--- src/rtl/rom_read_arbiter_if.sv ---
// Bundle between the ROM read arbiter, its two requesters and the ROM.
// The slave modport is the arbiter's view; the master modport is the requesters plus ROM.
`timescale 1ps/1ps
interface rom_arb_if #(
    parameter int ADDR_W = 4,
    parameter int DATA_W = 8
);
    logic              req0;
    logic [ADDR_W-1:0] addr0;
    logic              ack0;
    logic [DATA_W-1:0] rdata0;
    logic              req1;
    logic [ADDR_W-1:0] addr1;
    logic              ack1;
    logic [DATA_W-1:0] rdata1;
    logic [ADDR_W-1:0] rom_addr;
    logic              rom_oeb;
    logic [DATA_W-1:0] rom_data;
    logic              busy;

    modport slave (
        input  req0, addr0, req1, addr1, rom_data,
        output ack0, rdata0, ack1, rdata1, rom_addr, rom_oeb, busy
    );

    modport master (
        output req0, addr0, req1, addr1, rom_data,
        input  ack0, rdata0, ack1, rdata1, rom_addr, rom_oeb, busy
    );
endinterface

--- src/rtl/rom_read_arbiter.sv ---
// Two-port arbiter and read sequencer for an asynchronous ROM: grant, hold oeb low, capture, ack.
// Define ROM_ARB_FIXED_PRIO_EN for fixed priority (port 0 wins); default is round-robin.
`timescale 1ps/1ps
module rom_read_arbiter #(
    parameter int ADDR_W   = 4,
    parameter int DATA_W   = 8,
    parameter int WAIT_CYC = 2
) (
    input  logic      clk,
    input  logic      rst_n,
    rom_arb_if.slave  bus
);
    localparam int WAIT_EFF = (WAIT_CYC < 1) ? 1 : WAIT_CYC;
    localparam int CNT_W    = (WAIT_EFF > 1) ? $clog2(WAIT_EFF) : 1;
    localparam logic [CNT_W-1:0] CNT_LAST = CNT_W'(WAIT_EFF - 1);

    typedef enum logic [1:0] {
        IDLE = 2'd0,
        READ = 2'd1,
        DONE = 2'd2
    } state_t;

    state_t            state_r,    state_nxt_s;
    logic [CNT_W-1:0]  cnt_r,      cnt_nxt_s;
    logic              gnt_r,      gnt_nxt_s;
    logic              last_gnt_r, last_gnt_nxt_s;
    logic [ADDR_W-1:0] rom_addr_r, rom_addr_nxt_s;
    logic              rom_oeb_r,  rom_oeb_nxt_s;
    logic              ack0_r,     ack0_nxt_s;
    logic              ack1_r,     ack1_nxt_s;
    logic [DATA_W-1:0] rdata0_r,   rdata0_nxt_s;
    logic [DATA_W-1:0] rdata1_r,   rdata1_nxt_s;
    logic              busy_r,     busy_nxt_s;
    logic              pick_s;

    // Returns the port to grant (0 or 1) given the requests and the previous grant.
    function automatic logic pick_port(input logic r0, input logic r1, input logic lg);
        logic p;
        if (r0 && r1) begin
`ifdef ROM_ARB_FIXED_PRIO_EN
            p = 1'b0;
`else
            p = ~lg;
`endif
        end else if (r1) begin
            p = 1'b1;
        end else begin
            p = 1'b0;
        end
        return p;
    endfunction

    // Next-state and next-output logic for the grant/read/done sequence.
    always_comb begin
        state_nxt_s    = state_r;
        cnt_nxt_s      = cnt_r;
        gnt_nxt_s      = gnt_r;
        last_gnt_nxt_s = last_gnt_r;
        rom_addr_nxt_s = rom_addr_r;
        rom_oeb_nxt_s  = rom_oeb_r;
        ack0_nxt_s     = 1'b0;
        ack1_nxt_s     = 1'b0;
        rdata0_nxt_s   = rdata0_r;
        rdata1_nxt_s   = rdata1_r;
        pick_s         = pick_port(bus.req0, bus.req1, last_gnt_r);
        case (state_r)
            IDLE: begin
                rom_oeb_nxt_s = 1'b1;
                if (bus.req0 || bus.req1) begin
                    gnt_nxt_s      = pick_s;
                    last_gnt_nxt_s = pick_s;
                    rom_addr_nxt_s = pick_s ? bus.addr1 : bus.addr0;
                    rom_oeb_nxt_s  = 1'b0;
                    cnt_nxt_s      = {CNT_W{1'b0}};
                    state_nxt_s    = READ;
                end else begin
                    state_nxt_s = IDLE;
                end
            end
            READ: begin
                cnt_nxt_s = cnt_r + CNT_W'(1);
                if (cnt_r == CNT_LAST) begin
                    rom_oeb_nxt_s = 1'b1;
                    state_nxt_s   = DONE;
                    // rdata of the port not being served is left untouched
                    if (gnt_r) begin
                        rdata1_nxt_s = bus.rom_data;
                        ack1_nxt_s   = 1'b1;
                    end else begin
                        rdata0_nxt_s = bus.rom_data;
                        ack0_nxt_s   = 1'b1;
                    end
                end else begin
                    state_nxt_s = READ;
                end
            end
            DONE: begin
                state_nxt_s = IDLE;
            end
            default: begin
                state_nxt_s   = IDLE;
                rom_oeb_nxt_s = 1'b1;
            end
        endcase
        busy_nxt_s = (state_nxt_s != IDLE);
    end

    // State and output registers; reset abandons any read in flight.
    always_ff @(posedge clk or negedge rst_n) begin
        if (!rst_n) begin
            state_r    <= IDLE;
            cnt_r      <= {CNT_W{1'b0}};
            gnt_r      <= 1'b0;
            last_gnt_r <= 1'b1;
            rom_addr_r <= {ADDR_W{1'b0}};
            rom_oeb_r  <= 1'b1;
            ack0_r     <= 1'b0;
            ack1_r     <= 1'b0;
            rdata0_r   <= {DATA_W{1'b0}};
            rdata1_r   <= {DATA_W{1'b0}};
            busy_r     <= 1'b0;
        end else begin
            state_r    <= state_nxt_s;
            cnt_r      <= cnt_nxt_s;
            gnt_r      <= gnt_nxt_s;
            last_gnt_r <= last_gnt_nxt_s;
            rom_addr_r <= rom_addr_nxt_s;
            rom_oeb_r  <= rom_oeb_nxt_s;
            ack0_r     <= ack0_nxt_s;
            ack1_r     <= ack1_nxt_s;
            rdata0_r   <= rdata0_nxt_s;
            rdata1_r   <= rdata1_nxt_s;
            busy_r     <= busy_nxt_s;
        end
    end

    assign bus.ack0     = ack0_r;
    assign bus.ack1     = ack1_r;
    assign bus.rdata0   = rdata0_r;
    assign bus.rdata1   = rdata1_r;
    assign bus.rom_addr = rom_addr_r;
    assign bus.rom_oeb  = rom_oeb_r;
    assign bus.busy     = busy_r;
endmodule

--- src/flat_wrapper.sv ---
// flat-port wrapper written by rule: the top's interface ports become plain ports
module rom_read_arbiter_flat 
#(
    parameter int ADDR_W   = 4,
    parameter int DATA_W   = 8,
    parameter int WAIT_CYC = 2
)
  (clk, rst_n, bus_req0, bus_addr0, bus_req1, bus_addr1, bus_rom_data, bus_ack0, bus_rdata0, bus_ack1, bus_rdata1, bus_rom_addr, bus_rom_oeb, bus_busy);
  rom_arb_if #(.ADDR_W(ADDR_W), .DATA_W(DATA_W)) bus_i ();
  input  logic clk;
  input  logic rst_n;
  input wire logic [$bits(bus_i.req0)-1:0] bus_req0;
  input wire logic [$bits(bus_i.addr0)-1:0] bus_addr0;
  input wire logic [$bits(bus_i.req1)-1:0] bus_req1;
  input wire logic [$bits(bus_i.addr1)-1:0] bus_addr1;
  input wire logic [$bits(bus_i.rom_data)-1:0] bus_rom_data;
  output wire logic [$bits(bus_i.ack0)-1:0] bus_ack0;
  output wire logic [$bits(bus_i.rdata0)-1:0] bus_rdata0;
  output wire logic [$bits(bus_i.ack1)-1:0] bus_ack1;
  output wire logic [$bits(bus_i.rdata1)-1:0] bus_rdata1;
  output wire logic [$bits(bus_i.rom_addr)-1:0] bus_rom_addr;
  output wire logic [$bits(bus_i.rom_oeb)-1:0] bus_rom_oeb;
  output wire logic [$bits(bus_i.busy)-1:0] bus_busy;
  assign bus_i.req0 = bus_req0;
  assign bus_i.addr0 = bus_addr0;
  assign bus_i.req1 = bus_req1;
  assign bus_i.addr1 = bus_addr1;
  assign bus_i.rom_data = bus_rom_data;
  assign bus_ack0 = bus_i.ack0;
  assign bus_rdata0 = bus_i.rdata0;
  assign bus_ack1 = bus_i.ack1;
  assign bus_rdata1 = bus_i.rdata1;
  assign bus_rom_addr = bus_i.rom_addr;
  assign bus_rom_oeb = bus_i.rom_oeb;
  assign bus_busy = bus_i.busy;
  rom_read_arbiter #(.ADDR_W(ADDR_W), .DATA_W(DATA_W), .WAIT_CYC(WAIT_CYC)) u_core (.clk(clk), .rst_n(rst_n), .bus(bus_i));
endmodule
--- config.mk ---
export PLATFORM = sky130hd
export DESIGN_NAME = rom_read_arbiter_flat
export DESIGN_NICKNAME = d
export VERILOG_FILES = /design/src/rtl/rom_read_arbiter_if.sv /design/src/rtl/rom_read_arbiter.sv /design/src/flat_wrapper.sv
export SDC_FILE = /design/constraint.sdc
export NUM_CORES = 1
export LEC_CHECK = 0
export BUFFER_PORTS_ARGS = -buffer_cell sky130_fd_sc_hd__buf_2
export CELL_PAD_IN_SITES_DETAIL_PLACEMENT = 1
export CELL_PAD_IN_SITES_GLOBAL_PLACEMENT = 1
export CORE_MARGIN = 4
export CORE_UTILIZATION = 40
export DETAILED_ROUTE_END_ITERATION = 16
export GPL_ROUTABILITY_DRIVEN = 1
export PLACE_DENSITY_LB_ADDON = 0.05
export SLEW_MARGIN = 0
export SYNTH_ARGS = -nofsm -noshare
export SYNTH_HDL_FRONTEND = slang
export SYNTH_SLANG_ARGS = --single-unit
--- constraint.sdc ---
create_clock -name clk -period 3.1 [get_ports clk]
set_input_delay 0.31 -clock clk [delete_from_list [all_inputs] [get_ports clk]]
set_output_delay 0.31 -clock clk [all_outputs]
set_load 0.005 [all_outputs]
Word level (Yosys, flattened, before mapping). Cells that the tools add are included.

Word-level logic and storage cells: 46. Bits of input ports: 20. Output and inout bits: 24. Bits in registers: 29.

Add/subtract/negate cells: 1. Equal/unequal tests: 4. Bitwise logic cells: 3. Multiplexer cells: 17. Reductions and logical operators: 10.

Operator list (count): 2-to-1 mux 1 bit (12); AND reduction 2 bit (3); AND reduction 3 bit (2); 2-to-1 mux 4 bit (1); != test 2 x 1 -> 1 bit (second input constant) (2); one-hot mux 2 bit (2 select lines) (1); nonzero test 2 bit (2); NOT 1 bit (3); one-hot mux 1 bit (3 select lines) (1); equality test 2 x 1 -> 1 bit (second input constant) (1); equality test 2 bit (second input constant) (1); zero test 2 bit (1); 2-to-1 mux 2 bit (1); one-hot mux 1 bit (2 select lines) (1); adder 1 bit (second input constant) (1); logical AND 1 bit (1); logical OR 1 bit (1).

Longest topological paths before layout.
Depth after elaboration: 4. Depth in mapped cells: 4. Mapped depth without buffers: 3.

Worst setup path before layout. Ideal clock, no wire load.

Path kind: register to register. Start point: register u_core.state_r[1]. End point: register u_core.rdata0_r[0] (netlist: u_core.bus.rdata0[0]). Buffers on the path: 1. Arrival time: 1.254 ns. Cell stages (with the launch flop): 5. Setup time: 0.125 ns. Required time: 2.975 ns. Period minus slack after synthesis: 1.379 ns. Slack: 1.721 ns. Cell sequence: dfrtp_1 > and3b_4 > nor2b_4 > buf_6 > mux2_4.

Longest elaborated chain between the ends: 2.

RTL lines: start, declared (RTL line rom_read_arbiter.sv:23) `state_t state_r, state_nxt_s;`; start signal, assigned (RTL line rom_read_arbiter.sv:123) `state_r <= state_nxt_s;`; equality test 2 x 1 -> 1 bit (RTL line rom_read_arbiter.sv:66) `case (state_r)`; AND reduction 3 bit (no source line); end signal, assigned (RTL line rom_read_arbiter.sv:119) `rdata0_r <= {DATA_W{1'b0}};`; end signal, assigned (RTL line rom_read_arbiter.sv:131) `rdata0_r <= rdata0_nxt_s;`; end, declared (RTL line rom_read_arbiter.sv:31) `logic [DATA_W-1:0] rdata0_r, rdata0_nxt_s;`.

Every way passes these cells. A chain may end at the register's enable or synchronous reset.

Final worst setup path.
Start point: register u_core.state_r[1]. End point: register u_core.rdata0_r[7] (netlist: u_core.bus.rdata0[7]).

The elaborated chain is that of the path after synthesis.

==> results by group <==
Route
  – Detailed Route Iter0 Violations: 23
  – Drt via density: 5.013
  – Drt first pass iters: 4
  – WL final: 2444 um
  – Routed length per instance: 15.37 um
  – DR vias: 797
  – Antenna viol nets, final: 0
  – DRC Markers: 0

Yosys
  – Number of synthesized flops with an enable pin: 0
  – Area leader, netlist: dfrtp_1
  – Top area cells in the synthesized netlist: dfrtp_1 (58%), mux2_4 (10%), mux2_2 (7.7%), dfstp_2 (4.5%), a21oi_1 (4.3%)
  – Yosys reg bits: 29
  – Cells after Synth: 79
  – Syn Nets: 99
  – Post-synthesis xor/xnor area fraction: 0
  – Largest family of logic cells by synthesized area: multiplexers
  – Asr flop ratio synth: 1.000
  – Most common cell in the netlist: dfrtp_1
  – Yosys cell types: 23
  – Compound-Gate Fraction of Synth Area: 0.08021
  – Avg Cell Area, Syn: 14.81 sq um
  – Synthesized area: 1170 sq um
  – Share of the synthesized area in the top cell type: 0.5775
  – Adder-cell share of the synthesized area: 0
  – Synth top cells by count: dfrtp_1 (27), a21oi_1 (10), mux2_2 (8), mux2_4 (8), mux2i_1 (4)
  – Main synth FF type: dfrtp_1
  – Sequential cell area fraction in the yosys report: 0.6225
  – Simple-Gate Fraction of Synth Area: 0.06417
  – Mux contribution to synthesized area: 0.2139
  – Yosys warns: 0

Timing
  – Fin Setup TNS: 0 ns
  – Fmax: 638.0 MHz
  – Final slew viol count: 0
  – Final hold viol count: 21
  – Worst-Margin Slew: 0.6277 ns
  – Final setup violation count: 0
  – Final Cycle Share: 0.5056
  – Hold Slack: -0.007661 ns
  – Unrepaired setup endpoints after global routing: false
  – Clock Skew: 0.005180 ns
  – Slew headroom: 0.5816
  – Period minus WS final: 1.567 ns

Clock network
  – TritonCTS clock tree: done
  – Clock sink count: 29
  – Skew-Pair Late Insertion Delay: 0.32 ns
  – Root buffer cell: clkbuf_4
  – Clk slew on worst S/H paths: 0.09 ns
  – Cts repair resizes: 0
  – Total CTS buffers: 5
  – H-tree Lvls: 2
  – Setup Buffers After CTS: 0
  – CTS hold repair buffers: 0
  – Clock Tree Buf Depth: 2

Global route
  – Global-route wire length before repair: 3926 um
  – Initial antenna violation count: 0
  – Grt total ovfl: 0
  – GR Util All Layers: 0.1481
  – Vias in the first global route: 814
  – Largest net degree at the start of global routing: 30

Worst setup path
  – WP buf/inv: 0
  – Reg2reg setup slack: 1.53 ns
  – RR Endpoint: u_core.bus.rdata0[7]
  – CP max-delay cell: dfrtp_1
  – Worst setup SP type: register
  – CP arrival: 1.78 ns
  – RR Startpoint: u_core.state_r[1]
  – Critical path required time: 3.31 ns
  – Largest delay share family, worst path: simple AND/OR/NAND/NOR gates
  – Reg2reg path depth: 3
  – Top fanout value on the critical path: 9
  – CP Class: register to register
  – Cell depth of the worst setup path: 3
  – Worst path max stage delay: 0.42 ns
  – CP Capture Type: register
  – Critical-path cell list: and3b_4 > nor2b_4 > mux2_4

Outcome
  – Status: finished with violations
  – Failing checks: hold timing

Floorplan
  – Core box area: 2781 sq um
  – FP Rows: 19
  – Initial Util: 0.4206
  – Io pins: 44
  – Die footprint: 3854 sq um
  – Die width: 62.08 um
  – Die H: 62.08 um

Place
  – Port bufs: 43
  – Placed Instances: 151
  – Placer congestion estimate: 0.7020
  – Placed cell areas: 1409 sq um
  – Post-DP HPWL: 1807 um

Layout
  – Non-Filler Instances: 159
  – Ratio of cells with drive above 1 in the final layout: 0.5859
  – Fin area: 1460 sq um
  – Layout Nets: 147
  – Diode count: 0
  – Layout area overhead: 24.81%

Power
  – Leakage: 0.7222 nW
  – Power Density: 1015 nW/um^2
  – Maximum vdd drop: 0.5383 mV

Run
  – Max Cap Violations: 0

Hold path
  – HP Class: input pin to asynchronous set/reset pin
flip-flops by register name, indices dropped and copies added (netlist names), 2 cells and up:
register / cells
u_core.bus.rdata0: 8
u_core.bus.rdata1: 8
u_core.bus.rom_addr: 4
u_core.state_r: 2
per-layer routing:
layer	vias to the layer above	global-route usage	wire [um]
li1	374	-	-
met3	4	0.06612	214
met5	-	0	0
met4	0	0.07273	38
met1	390	0.1883	1042
met2	29	0.2130	1148
metrics by stage:
stage	setup WS [ns]	util	total power, W	hold slack, ns
CTS	1.521	0.5250	0.001509	0.008841
global route	1.474	0.5250	0.001615	0.01948
floorplan	1.721	-	0.001045	0.01441
global placement	1.600	0.5065	0.001256	0.3654
detailed placement	1.536	0.5065	0.001288	0.3671
finish	1.533	0.5250	0.001482	-0.007661
placed cells by master (no fill, tap or decap):
| cell | instances |
|---|---|
| mux2i_1 | 4 |
| clkbuf_1 | 1 |
| nand2_2 | 1 |
| a31oi_1 | 1 |
| a21bo_2 | 1 |
| a21boi_2 | 1 |
| clkinv_2 | 2 |
| a22o_1 | 1 |
| a21oi_1 | 10 |
| inv_1 | 2 |
| or2_2 | 1 |
| and3b_4 | 1 |
| nor2b_4 | 1 |
| or3b_2 | 1 |
| nor2_1 | 2 |
| nand2_1 | 2 |
| mux2_2 | 8 |
| and2_1 | 1 |
| dfstp_2 | 2 |
| mux2_4 | 8 |
| clkbuf_4 | 5 |
| dfrtp_1 | 27 |
| o21bai_1 | 1 |
| nand2b_1 | 1 |
| buf_2 | 43 |
cells by family (layout without fill, tap and decap cells):
kind of cell / Yosys count / after routing
muxes: 20 / 20
and+or+nand+nor: 11 / 11
buffers and inverters: 4 / 53
AOI/OAI and AO/OA: 15 / 15
DFF: 29 / 29
worst max path at each step:
stage	to	startpoint	slack, ns
floorplan	u_core.bus.rdata0[0]	u_core.state_r[1]	1.72
global placement	u_core.bus.rdata0[5]	u_core.state_r[1]	1.60
detailed placement	u_core.bus.rdata0[3]	u_core.state_r[1]	1.54
CTS	u_core.bus.rdata0[7]	u_core.state_r[1]	1.52
global route	u_core.bus.rdata0[1]	u_core.state_r[1]	1.47
finish	u_core.bus.rdata0[7]	u_core.state_r[1]	1.53
report_power, final:
| group | internal (W) | switching (W) | leakage, nW | total, W |
|---|---|---|---|---|
| logic | 0.000343 | 0.000239 | 0.351 | 0.000582 |
| registers | 0.000575 | 0.000106 | 0.339 | 0.000681 |
| clock network | 0.0000862 | 0.000132 | 0.0320 | 0.000218 |
cell type report:
class | instances | area, sq um
Timing Repair Buffer | 43 | 215.2
Multi-Input combinational cell | 46 | 419.2
Tap cell | 31 | 38.79
Sequential cell | 29 | 728.2
Clock inverter | 2 | 10.01
Clock buffer | 6 | 41.29
Inverter | 2 | 7.507
Fill cell | 316 | 1321
(Power assumes the default switching activity.)
